===== config.mk =====
export PLATFORM = sky130hd
export DESIGN_NAME = pipe_hazard_ctrl
export DESIGN_NICKNAME = d
export VERILOG_FILES = /design/src/rtl/pipe_hazard_ctrl.sv
export SDC_FILE = /design/constraint.sdc
export NUM_CORES = 1
export LEC_CHECK = 0
export ABC_AREA = 0
export ABC_CLOCK_PERIOD_IN_PS = 1050
export CORE_AREA = 2 2 39 41
export DETAILED_ROUTE_END_ITERATION = 12
export DIE_AREA = 0 0 41 43
export SLEW_MARGIN = 5
export SYNTH_ARGS = -nofsm -noshare
export SYNTH_HDL_FRONTEND = slang
export SYNTH_SLANG_ARGS = --single-unit

===== constraint.sdc =====
create_clock -name clk -period 1.05 [get_ports clk]
set_input_delay 0.105 -clock clk [delete_from_list [all_inputs] [get_ports clk]]
set_output_delay 0.105 -clock clk [all_outputs]
set_load 0.01 [all_outputs]

===== src/rtl/pipe_hazard_ctrl.sv =====
// -----------------------------------------------------------------------------
// pipe_hazard_ctrl
//   Stall (hold) and flush (clear) control for the F/D/E/M/W pipeline
//   registers, plus timing of the fixed-latency multicycle (MDU) op in
//   Execute.
//
//   A pipeline register only honours its clear while it is enabled. A flush
//   that lands on a stalled stage is therefore remembered in a pending bit.
//   That bit keeps FlushX high until the stage advances, so exactly one
//   enabled+clear edge takes place.
//
// Parameters
//   MDU_LATENCY  cycles an MDU op occupies E before its result is ready (>=1)
//
// Ports
//   clk                  clock
//   reset                synchronous, active-high reset
//   IFUStallF            instruction fetch miss in progress
//   LSUStallM            data access miss in progress
//   LoadStallD           load-use hazard between D and a load in E
//   MDUStartE            multicycle op present in E (first cycle seen)
//   BPWrongE             branch misprediction resolved in E
//   TrapM                trap/exception taken in M
//   StallF..StallW       hold the stage register
//   FlushD..FlushW       clear the stage register
//   MDUBusyE             MDU op in progress
// -----------------------------------------------------------------------------
module pipe_hazard_ctrl #(
  parameter int MDU_LATENCY = 4
) (
  input  logic clk,
  input  logic reset,
  input  logic IFUStallF,
  input  logic LSUStallM,
  input  logic LoadStallD,
  input  logic MDUStartE,
  input  logic BPWrongE,
  input  logic TrapM,
  output logic StallF,
  output logic StallD,
  output logic StallE,
  output logic StallM,
  output logic StallW,
  output logic FlushD,
  output logic FlushE,
  output logic FlushM,
  output logic FlushW,
  output logic MDUBusyE
);

  localparam int CW = $clog2(MDU_LATENCY + 1);
  localparam logic [CW-1:0] MDU_LOAD = CW'(MDU_LATENCY - 1);

  logic [CW-1:0] mdu_cnt;
  logic          abort;
  logic          busy;
  logic          stall_f, stall_d, stall_e, stall_m, stall_w;
  logic          flush_raw_d, flush_raw_e, flush_raw_m, flush_raw_w;
  logic          flush_d, flush_e, flush_m, flush_w;
  logic          pend_d, pend_e, pend_m, pend_w;

  // Stall chain and flush causes. Nothing here depends on Flush* except
  // through the listed raw causes, so the chain is loop-free.
  always_comb begin
    // NOTE: combinational blocks use blocking '=' so each later line sees the
    // value computed above it within the same evaluation.
    abort = TrapM | BPWrongE;
    // An abort drops busy in the same cycle so E can take the flush.
    busy  = (mdu_cnt != '0) && !abort;

    stall_w     = IFUStallF | LSUStallM;
    stall_m     = stall_w;
    stall_e     = stall_m | (busy & ~TrapM);
    flush_raw_d = BPWrongE | TrapM;
    // A flush of D kills the dependent instruction, so no load-use stall.
    stall_d     = stall_e | (LoadStallD & ~flush_raw_d);
    stall_f     = stall_d;

    // A stage that holds while the next one advances inserts a bubble.
    flush_raw_e = BPWrongE | TrapM | (stall_d & ~stall_e);
    flush_raw_m = TrapM | (stall_e & ~stall_m);
    flush_raw_w = TrapM | (stall_m & ~stall_w);

    flush_d = flush_raw_d | pend_d;
    flush_e = flush_raw_e | pend_e;
    flush_m = flush_raw_m | pend_m;
    flush_w = flush_raw_w | pend_w;
  end

  // Output stage: reset clears every register and stalls nothing.
  always_comb begin
    // NOTE: every output gets a value on every path through this block;
    // a missing else-branch would infer a latch.
    StallF   = 1'b0;
    StallD   = 1'b0;
    StallE   = 1'b0;
    StallM   = 1'b0;
    StallW   = 1'b0;
    FlushD   = 1'b1;
    FlushE   = 1'b1;
    FlushM   = 1'b1;
    FlushW   = 1'b1;
    MDUBusyE = 1'b0;
    if (!reset) begin
      StallF   = stall_f;
      StallD   = stall_d;
      StallE   = stall_e;
      StallM   = stall_m;
      StallW   = stall_w;
      FlushD   = flush_d;
      FlushE   = flush_e;
      FlushM   = flush_m;
      FlushW   = flush_w;
      MDUBusyE = busy;
    end
  end

  // Pending flushes and MDU occupancy counter.
  always_ff @(posedge clk) begin
    // NOTE: sequential state uses non-blocking '<=' so every register
    // samples values from before this edge, independent of statement order.
    if (reset) begin
      pend_d  <= 1'b0;
      pend_e  <= 1'b0;
      pend_m  <= 1'b0;
      pend_w  <= 1'b0;
      mdu_cnt <= '0;
    end else begin
      // Held while the stage stays stalled, dropped once it advances.
      pend_d <= stall_d & (pend_d | flush_raw_d);
      pend_e <= stall_e & (pend_e | flush_raw_e);
      pend_m <= stall_m & (pend_m | flush_raw_m);
      pend_w <= stall_w & (pend_w | flush_raw_w);

      // Counts down regardless of downstream stalls; a start seen while
      // already counting is the same op and is ignored.
      if (abort)
        mdu_cnt <= '0;
      else if (MDUStartE && (mdu_cnt == '0) && !flush_e)
        mdu_cnt <= MDU_LOAD;
      else if (mdu_cnt != '0)
        mdu_cnt <= mdu_cnt - 1'b1;
    end
  end

endmodule


==> impl_metrics.py <==
metrics = {
    "timing": {
        "worst_pin_slew_ps": 274,
        "clock-skew-final_ps": 3.48,
        "slew_violations": 0,
        "finalCritPeriodShare_pct": 126,
        "fin_ws_ps": -273,
        "fin_crit_ps": 1320,
        "hold_violations": 0,
        "clock.fmax_mhz": 756,
        "slew_headroom_pct": 81.6,
        "finalSetupTns_ps": -1990,
        "rsz0062_at_grt": "yes",
        "setup_viol": 9,
    },
    "clock_network": {
        "htreeDepth": 1,
        "hold_buffers": 0,
        "cts_made_buffers": 3,
        "clock_latency_ps": 260,
        "clockBufferDepth": 2,
        "cts.clk_slew.worst_paths_ps": 60,
        "tritoncts": "built",
        "root_buffer": "clkbuf_4",
        "cts.sinks": 7,
    },
    "finish": {
        "synthToLayoutAreaGrowth_pct": 85.6,
        "fin_cells": 101,
        "diodes": 0,
        "nets": 96,
        "fillers": 127,
        "seqCellArea_um2": 144,
        "layout-drive-gt1-share_pct": 61.2,
        "multi_input_area_um2": 285,
        "utilization_pct": 54.9,
    },
    "critical_path": {
        "crit_family": "buffers and inverters",
        "worstPathCellList": "inv_2 > ha_4 > nand2b_4 > buf_4 > buf_4 > o31a_2",
        "critPathMaxFanout": 6,
        "crit_path_max_incr_delay_ps": 320,
        "cp-startpoint": "mdu_cnt[1]",
        "worst-path-buf-inv": 3,
        "start_kind": "flop",
        "arrival_ps": 1470,
        "worstSetupPathType": "reg2reg",
        "critPathRequiredTime_ps": 1200,
        "cp-end-kind": "flop",
        "slowest_stage": "dfxtp_2",
        "r2r-start": "mdu_cnt[1]",
        "cpMostUsedCell": "buf_4",
    },
    "routing": {
        "wl_per_cell_um": 11.1,
        "ant_nets": 0,
        "viasPerCell": 4.75,
        "vias": 480,
        "drtIter0Drc": 8,
        "drtPass1Iterations": 4,
        "routed_wl_um": 1120,
        "route.detailed.drc": 0,
    },
    "synth": {
        "async_flop_share_pct": 0,
        "synth_ff_type": "dfxtp_1",
        "ys_ff_latch": 7,
        "postSynthCellCount": 53,
        "netlist_area_um2": 409,
        "synthDistinctLibCells": 21,
        "synth.top_cells.by_count": "dfxtp_1, nor2_1, inv_1, nand2_1",
        "yosysTopAreaCell": "dfxtp_1",
        "syn_area_per_cell_um2": 7.72,
        "yosysSeqAreaShare_pct": 34.3,
        "yosysWarnings": 0,
        "synth.top_cells.by_area": "dfxtp_1, nor2_1, ha_1, nor3_1, o21ai_0",
        "synth-edff-count": 0,
        "yosys.area.top_type_share_pct": 34.3,
        "syn_nets": 63,
    },
    "status": {
        "violations": "negative setup slack",
        "status": "complete, but fails checks",
    },
    "place": {
        "dp_slack_ps": -696,
        "io_buffers": 17,
        "hpwlAfterDp_um": 774,
        "gp_congestion": 0.766,
        "dp_cells": 95,
    },
    "floorplan": {
        "start_util_pct": 29.6,
        "dieArea_um2": 1760,
        "io_pins": 18,
        "die_x_um": 41,
        "core_area_um2": 1380,
        "die_h_um": 43,
        "rows": 14,
    },
    "global_route": {
        "grt_use_total_pct": 16.6,
        "antenna_found_initial": 0,
        "grt_pass1_vias": 451,
        "met1_usage_pct": 18.8,
        "grtUsageMet2_pct": 25.9,
        "overflow": 0,
        "grt_pass1_wl_um": 1880,
        "top_usage_layer": "met2",
        "grt_max_degree": 9,
        "grtUsageMet3_pct": 1.57,
    },
    "pwr": {
        "p_leak_nw": 0.362,
        "power_density_nw_per_um2": 957,
        "power_w": 0.000727,
        "ir_drop_mv": 0.553,
    },
    "min_path": {
        "hold_path.class": "in2reg",
        "min_from": "reset",
    },
    "job": {
        "cap_violations": 0,
    },
}
==> path summary, 6_finish.rpt <==
kind / end / slack (ps) / cells after the start
setup / recovery: mdu_cnt[0] / -270 / 6
setup reg to reg: mdu_cnt[0] / -270 / 6
hold reg to reg: pend_w / 470 / 2
hold / removal: pend_d / 340 / 3
==> cell families (layout without fill, tap and decap cells) <==
| logic type | count (synthesis) | in the layout | synth area share (%) |
|---|---|---|---|
| buf+inv | 10 | 42 | 13.1 |
| flops | 7 | 7 | 34.2 |
| xor+xnor | 1 | 1 | 2.14 |
| simple gates | 22 | 22 | 26.6 |
| compound gates | 11 | 11 | 17.7 |
| fa+ha+maj | 2 | 2 | 6.12 |
==> through the flow <==
step,area (µm²),hold slack [ps]
after floorplan,424,178
after global placement,674,463
after detailed placement,674,462
after CTS,748,329
after global routing,759,356
final,759,344
==> cell type report <==
type	instances	area share (%)
multi-input combinational	36	37.6
timing repair buffer	33	34.9
clock buffer	4	3.46
tap	16	2.64
inverter	5	2.47
sequential	7	18.9
==> per-layer routing <==
layer  share of wire (%)  wire length (µm)
met5                   0                 0
met4                 1.6                18
met3                 4.4                50
met2                  49               556
met1                  44               498
==> state kept, by name, summed over array words and instances (netlist names) <==
signal and cells:
mdu_cnt 3, pend_d 1, pend_e 1, pend_m 1, pend_w 1
==> worst min-delay path: stages <==
cell,delay [ps]
dlygate4sd2_1,270
buf_4,150
a211oi_1,40
==> cell usage in the layout (no fill, tap or decap), types with 3 or more instances in the layout <==
master          n
dfxtp_2         3
clkbuf_4        3
dfxtp_1         4
dlygate4sd2_1   4
nor3_1          4
buf_2           7
inv_2           3
buf_4          13
nor2_1          5
buf_6           6
==> where the power goes <==
group,switching (W),internal (W),total (W)
registers,0.00000611,0.000279,0.000285
logic,0.0000803,0.0000932,0.000174
clock network,0.000121,0.000146,0.000268
==> timing repair <==
item	in CTS	in global routing
buffers inserted	6	1
setup endpoints to repair	15	14
pin swaps	12	7
endpoints found under the hold margin	0	0
gates resized for setup	66	10
(Power assumes the default switching activity.)
